===== src/rtl/rob_pkg.sv =====
// Shared ROB definitions: default index width, entry kind encodings,
// per-entry static metadata and the redirect-PC helper.
package rob_pkg;

  localparam int ROB_BIT_DEF = 4;

  typedef enum logic [1:0] {
    ROB_KIND_REG    = 2'b00,
    ROB_KIND_BRANCH = 2'b01,
    ROB_KIND_STORE  = 2'b10,
    ROB_KIND_EXIT   = 2'b11
  } rob_kind_e;

  // Fields fixed at issue time; the result lives in a separate value array.
  typedef struct packed {
    rob_kind_e   kind;
    logic [4:0]  rd;
    logic        pred;
    logic [31:0] target;
    logic [31:0] fallthru;
  } rob_meta_t;

  function automatic logic [31:0] redirect_pc(input logic taken, input rob_meta_t m);
    return taken ? m.target : m.fallthru;
  endfunction

endpackage


===== src/rtl/rob_lookup.sv =====
// Combinational operand lookup for one decoder read port.
// ROB_WB_BYPASS_EN: also forwards this cycle's ALU/LSB broadcast (LSB wins).
module rob_lookup #(
  parameter int ROB_BIT = 4
) (
  input  logic [ROB_BIT-1:0] entry,
  input  logic               busy,
  input  logic               ready,
  input  logic [31:0]        value,
  input  logic               alu_ready,
  input  logic [ROB_BIT-1:0] alu_rob_entry,
  input  logic [31:0]        alu_value,
  input  logic               lsb_ready,
  input  logic [ROB_BIT-1:0] lsb_rob_entry,
  input  logic [31:0]        lsb_value,
  output logic               q_ready,
  output logic [31:0]        q_value
);

`ifdef ROB_WB_BYPASS_EN
  // Registered state, overridden by a broadcast to a live entry this cycle
  always_comb begin
    q_ready = busy & ready;
    q_value = value;
    if (busy && lsb_ready && (lsb_rob_entry == entry)) begin
      q_ready = 1'b1;
      q_value = lsb_value;
    end else if (busy && alu_ready && (alu_rob_entry == entry)) begin
      q_ready = 1'b1;
      q_value = alu_value;
    end
  end
`else
  logic unused_bcast;
  assign unused_bcast = ^{entry, alu_ready, alu_rob_entry, alu_value,
                          lsb_ready, lsb_rob_entry, lsb_value};
  assign q_ready = busy & ready;
  assign q_value = value;
`endif

endmodule


===== src/rtl/rob.sv =====
// Reorder buffer: circular allocation, ALU/LSB writeback capture, in-order
// commit with branch resolution at head and a one-cycle flush pulse.
// Optional macro ROB_WB_BYPASS_EN adds same-cycle broadcast forwarding to lookups.
module rob
  import rob_pkg::*;
#(
  parameter int ROB_BIT = ROB_BIT_DEF
) (
  input  logic               clk_in,
  input  logic               rst_in,
  input  logic               rdy_in,
  input  logic               issue_signal,
  input  logic [1:0]         issue_kind,
  input  logic [4:0]         issue_rd,
  input  logic               issue_pred_taken,
  input  logic [31:0]        issue_target,
  input  logic [31:0]        issue_fallthru,
  output logic [ROB_BIT-1:0] tail_entry,
  output logic               is_full,
  input  logic               alu_ready,
  input  logic [ROB_BIT-1:0] alu_rob_entry,
  input  logic [31:0]        alu_value,
  input  logic               lsb_ready,
  input  logic [ROB_BIT-1:0] lsb_rob_entry,
  input  logic [31:0]        lsb_value,
  input  logic [ROB_BIT-1:0] q1_entry,
  input  logic [ROB_BIT-1:0] q2_entry,
  output logic               q1_ready,
  output logic               q2_ready,
  output logic [31:0]        q1_value,
  output logic [31:0]        q2_value,
  output logic               commit_reg_en,
  output logic [4:0]         commit_rd,
  output logic [31:0]        commit_value,
  output logic [ROB_BIT-1:0] commit_rob_entry,
  output logic               store_commit_en,
  output logic [ROB_BIT-1:0] store_rob_entry,
  output logic               rob_clear_up,
  output logic [31:0]        new_pc,
  output logic               halt
);

  localparam int ROB_SIZE = 1 << ROB_BIT;

  logic [ROB_BIT-1:0]         head, tail;
  logic [ROB_BIT:0]           count;
  logic [ROB_SIZE-1:0]        busy, ready;
  logic [ROB_SIZE-1:0][31:0]  value;
  rob_meta_t                  meta [ROB_SIZE];

  rob_meta_t head_meta;
  logic      do_issue, do_commit, mispredict, actual_taken;

  assign tail_entry   = tail;
  assign is_full      = (count == (ROB_BIT+1)'(ROB_SIZE));
  assign head_meta    = meta[head];
  assign actual_taken = value[head][0];
  // rob_clear_up high marks the flush cycle: nothing enters or leaves
  assign do_issue     = issue_signal && !is_full && !rob_clear_up;
  assign do_commit    = (count != '0) && busy[head] && ready[head] && !halt && !rob_clear_up;
  assign mispredict   = do_commit && (head_meta.kind == ROB_KIND_BRANCH) &&
                        (actual_taken != head_meta.pred);

  // Entry array, pointers, occupancy and registered commit outputs
  always_ff @(posedge clk_in or negedge rst_in) begin
    if (!rst_in) begin
      head             <= '0;
      tail             <= '0;
      count            <= '0;
      busy             <= '0;
      ready            <= '0;
      value            <= '0;
      for (int i = 0; i < ROB_SIZE; i++) meta[i] <= '0;
      commit_reg_en    <= 1'b0;
      commit_rd        <= '0;
      commit_value     <= '0;
      commit_rob_entry <= '0;
      store_commit_en  <= 1'b0;
      store_rob_entry  <= '0;
      rob_clear_up     <= 1'b0;
      new_pc           <= '0;
      halt             <= 1'b0;
    end else if (rdy_in) begin
      commit_reg_en   <= 1'b0;
      store_commit_en <= 1'b0;
      rob_clear_up    <= 1'b0;
      if (!rob_clear_up) begin
        if (do_issue) begin
          busy[tail]          <= 1'b1;
          ready[tail]         <= 1'b0;
          meta[tail].kind     <= rob_kind_e'(issue_kind);
          meta[tail].rd       <= issue_rd;
          meta[tail].pred     <= issue_pred_taken;
          meta[tail].target   <= issue_target;
          meta[tail].fallthru <= issue_fallthru;
          tail                <= tail + ROB_BIT'(1);
        end
        // LSB written last so it wins an (illegal) same-entry collision
        if (alu_ready && busy[alu_rob_entry]) begin
          ready[alu_rob_entry] <= 1'b1;
          value[alu_rob_entry] <= alu_value;
        end
        if (lsb_ready && busy[lsb_rob_entry]) begin
          ready[lsb_rob_entry] <= 1'b1;
          value[lsb_rob_entry] <= lsb_value;
        end
        if (do_commit) begin
          busy[head]  <= 1'b0;
          ready[head] <= 1'b0;
          head        <= head + ROB_BIT'(1);
          case (head_meta.kind)
            ROB_KIND_REG: begin
              commit_reg_en    <= 1'b1;
              commit_rd        <= head_meta.rd;
              commit_value     <= value[head];
              commit_rob_entry <= head;
            end
            ROB_KIND_STORE: begin
              store_commit_en <= 1'b1;
              store_rob_entry <= head;
            end
            ROB_KIND_EXIT: halt <= 1'b1;
            default: ;
          endcase
        end
        case ({do_issue, do_commit})
          2'b10:   count <= count + (ROB_BIT+1)'(1);
          2'b01:   count <= count - (ROB_BIT+1)'(1);
          default: ;
        endcase
        // Mispredict discards every younger entry, including one issued this edge
        if (mispredict) begin
          busy         <= '0;
          ready        <= '0;
          head         <= '0;
          tail         <= '0;
          count        <= '0;
          rob_clear_up <= 1'b1;
          new_pc       <= redirect_pc(actual_taken, head_meta);
        end
      end
    end
  end

  alu_lsb_same_entry: assert property (@(posedge clk_in) disable iff (!rst_in)
    !(alu_ready && lsb_ready && (alu_rob_entry == lsb_rob_entry)));

  rob_lookup #(.ROB_BIT(ROB_BIT)) u_q1 (
    .entry(q1_entry), .busy(busy[q1_entry]), .ready(ready[q1_entry]), .value(value[q1_entry]),
    .alu_ready(alu_ready), .alu_rob_entry(alu_rob_entry), .alu_value(alu_value),
    .lsb_ready(lsb_ready), .lsb_rob_entry(lsb_rob_entry), .lsb_value(lsb_value),
    .q_ready(q1_ready), .q_value(q1_value)
  );

  rob_lookup #(.ROB_BIT(ROB_BIT)) u_q2 (
    .entry(q2_entry), .busy(busy[q2_entry]), .ready(ready[q2_entry]), .value(value[q2_entry]),
    .alu_ready(alu_ready), .alu_rob_entry(alu_rob_entry), .alu_value(alu_value),
    .lsb_ready(lsb_ready), .lsb_rob_entry(lsb_rob_entry), .lsb_value(lsb_value),
    .q_ready(q2_ready), .q_value(q2_value)
  );

endmodule


===== config.mk =====
export PLATFORM = sky130hd
export DESIGN_NAME = rob
export DESIGN_NICKNAME = d
export VERILOG_FILES = /design/src/rtl/rob_pkg.sv /design/src/rtl/rob_lookup.sv /design/src/rtl/rob.sv
export SDC_FILE = /design/constraint.sdc
export NUM_CORES = 2
export LEC_CHECK = 0
export CAP_MARGIN = 0
export CORE_UTILIZATION = 30
export DETAILED_ROUTE_END_ITERATION = 16
export DONT_BUFFER_PORTS = 1
export GPL_TIMING_DRIVEN = 0
export PLACE_DENSITY = 0.47
export SLEW_MARGIN = 20
export SYNTH_ARGS = -nofsm -noshare
export SYNTH_HDL_FRONTEND = slang
export SYNTH_SLANG_ARGS = --single-unit

===== constraint.sdc =====
create_clock -name clk_in -period 5.83 [get_ports clk_in]
set_input_delay 0.8745 -clock clk_in [delete_from_list [all_inputs] [get_ports clk_in]]
set_output_delay 0.8745 -clock clk_in [all_outputs]
set_load 0.05 [all_outputs]

==> flow_summary.json <==
{
  "synth_edf_count": 0,
  "final_area_um2": 105000,
  "viasPerCell": 6.00,
  "yosysTopAreaCellShare_pct": 49.3,
  "powerDensity_nw_per_um2": 527,
  "final.setup.tns_ps": 0,
  "htreeDepth": 4,
  "die-width_um": 553,
  "core-area_um2": 301000,
  "drive_gt1_share_pct": 41.3,
  "yosysUniqueCellTypes": 77,
  "cts.sinks": 1790,
  "yosys-top-cells-count": "1,790 x dfrtp_1, 1,220 x mux2_2, 848 x mux4_2, 521 x clkbuf_1, 492 x nor2_1",
  "syn_area_per_cell_um2": 14.8,
  "clk_pin_slew_ps": 70,
  "netlist_instances": 6139,
  "start_util_pct": 30.3,
  "end_kind": "register",
  "synthToLayoutAreaGrowth_pct": 15.1,
  "final.setup_skew_ps": 74.1,
  "placed_area_um2": 97700,
  "synth-async-reset-ratio_pct": 100,
  "ir_drop_v": 0.000279,
  "fmax_mhz": 185,
  "hold_viol_final": 0,
  "dpl.hpwl_mm": 266,
  "nets": 6591,
  "wl_per_cell_um": 36.6,
  "status": "finished clean",
  "antenna_found_initial": 35,
  "yosysMostFrequentCell": "dfrtp_1",
  "synth.cell_area_um2": 90900,
  "hp-class": "in2async",
  "ys_warn_count": 0,
  "numCtsBuffers": 210,
  "pin_count": 310,
  "drtPass1Iterations": 8,
  "drtAntennaViolNets": 0,
  "fin_crit_ps": 5420,
  "synth_top_flop_cell": "dfrtp_1",
  "setup_viol": 0,
  "vias": 63469,
  "grt_pass1_wl_mm": 535,
  "leakagePower_nw": 44.4,
  "required_ps": 6570,
  "crit_fanout": 10,
  "dieArea_um2": 305000,
  "ys_seq_area_share_pct": 49.3,
  "tightest_slew_ps": 1370,
  "grt_start_max_net_pins": 219,
  "drt_iter0_drc": 7860,
  "slew_viol_final": 0,
  "seqCellArea_um2": 44800,
  "drv_cap": 0,
  "grt_use_total_pct": 25.0,
  "maxSlewHeadroom_pct": 8.97,
  "routed_wl_mm": 387,
  "grt_pass1_vias": 64611,
  "cts_tree": "done",
  "n_fill_cell": 28842,
  "gp_congestion": 0.961,
  "postCtsSetupBuffers": 0,
  "arrival_ps": 6160,
  "multi_input_area_um2": 43300,
  "drc": 0,
  "synth_area_leaders": "dfrtp_1 49%, mux4_2 21%, mux2_2 15%",
  "row_count": 201,
  "rsz0062_at_grt": "no",
  "clock_latency_ps": 930,
  "start_kind": "register",
  "hold_slack_ps": 43.3,
  "fin_crit_sh_pct": 92.9,
  "die_height_um": 553,
  "clk_path_buf_depth": 4,
  "synthesis.nets": 6307,
  "worstSetupPathType": "reg2reg",
  "grt_remaining_overflow": 0,
  "cts_root_buffer": "clkbuf_16",
  "synth_area_leader_cell": "dfrtp_1",
  "synth-seq-cells": 1790,
  "io_buffer_count": 0
}
==> timing repair <==
action / in CTS / in global routing
resized for setup: 0 / 0
hold buffers: 1 / 1
endpoints found under the hold margin: 11 / 82
==> sequential cells by signal (all words and copies together), names as in the netlist, 4 cells and up <==
signal,count
busy,16
ready,16
commit_rob_entry,4
value,512
count,5
head,4
commit_rd,5
meta,1152
new_pc,32
tail_entry,4
store_rob_entry,4
commit_value,32
==> through the flow <==
stage                     total power, mW  worst slack [ps]  cells  utilization, %
after floorplan                      34.1              1820   6139               -
after global placement               41.0              -638  10097            31.9
after detailed placement             42.0               545  10162            32.5
after CTS                            55.3               582  10538            34.8
after global routing                 57.3               470  10552            34.8
final                                55.2               414  10571            34.8
==> cell type report <==
class                           instances  share of cell area, %
Tap cell                             3958                   4.73
Sequential cell                      1790                   42.8
Clock inverter                         51                  0.514
Timing Repair Buffer                   72                   1.57
Clock buffer                          324                   5.96
Multi-Input combinational cell       3600                   41.4
Inverter                               73                  0.262
Antenna cell                           27                 0.0646
Buffer                                676                   2.72
==> layer usage <==
metal,vias to the layer above,wire length (um),global-route usage (%)
met5,-,299,0.281
met4,26,25200,14.1
met3,1078,44000,9.68
met2,3774,171000,37.5
met1,34056,147000,30.6
li1,24535,-,-
==> worst paths after layout <==
path | end | cells after the start | from | slack, ps
setup / recovery | commit_value[28]$_DFFE_PN0P_ | 8 | head[1]$_DFFE_PN0P_ | 410
hold / removal | value[135]$_DFFE_PN0P_ | 1 | rst_in | 40
setup reg to reg | commit_value[28]$_DFFE_PN0P_ | 8 | head[1]$_DFFE_PN0P_ | 410
hold reg to reg | meta[13]$_DFFE_PN0P_ | 1 | meta[13]$_DFFE_PN0P_ | 500
max in group asynchronous | meta[262]$_DFFE_PN0P_ | 5 | rst_in | 2440
min in group clk_in | meta[277]$_DFFE_PN0P_ | 1 | issue_target[29] | 100
==> cell families after synthesis <==
kind of cell / synth area share [%]
AO/OA/AOI/OAI: 6.87
multiplexers: 36.9
adder cells (fa/ha/maj): 0.138
XOR/XNOR: 0.0674
AND/OR/NAND/NOR: 3.46
buffers and inverters: 3.27
flip-flops: 49.3
==> report_power, final <==
| part | internal, mW | switching, mW | leakage, nW | total (mW) |
|---|---|---|---|---|
| Sequential | 17.0 | 3.89 | 23.6 | 20.9 |
| Combinational | 10.4 | 10.6 | 17.4 | 21.0 |
| Clock | 7.57 | 5.71 | 3.34 | 13.3 |
| Total | 35.0 | 20.2 | 44.4 | 55.2 |
==> cell usage in the layout (no fill, tap or decap), types with 10 or more instances in the layout <==
cell type	Yosys	layout
a221oi_1	17	17
dfrtp_1	1790	1790
nand3_1	12	12
nor2_1	492	478
o22ai_1	24	24
clkbuf_8	0	55
a22oi_1	41	41
mux2_2	1220	1220
mux2_4	35	35
clkinv_2	0	30
buf_6	10	11
clkbuf_16	0	210
buf_1	87	45
ha_1	10	10
nand2b_1	14	14
buf_16	0	44
a32oi_1	33	33
inv_1	72	72
or2_2	11	11
mux4_2	848	848
diode_2	0	27
a31oi_1	15	14
clkbuf_1	521	506
a21oi_1	32	29
nor3_1	23	17
nand2_1	142	142
buf_2	55	95
clkbuf_2	1	77
o21ai_0	54	54
a221o_1	367	367
o22a_1	11	11
a222oi_1	47	47
and2_1	19	19
buf_12	0	13
==> worst max-delay path, stage by stage, from the launching register on <==
cell and delay, ps:
dfrtp_1 580, buf_2 410, buf_2 410, buf_2 560, clkbuf_1 860, clkbuf_1 1040
mux4_2 440, mux4_2 620, mux2_4 320
(Power assumes the default switching activity.)
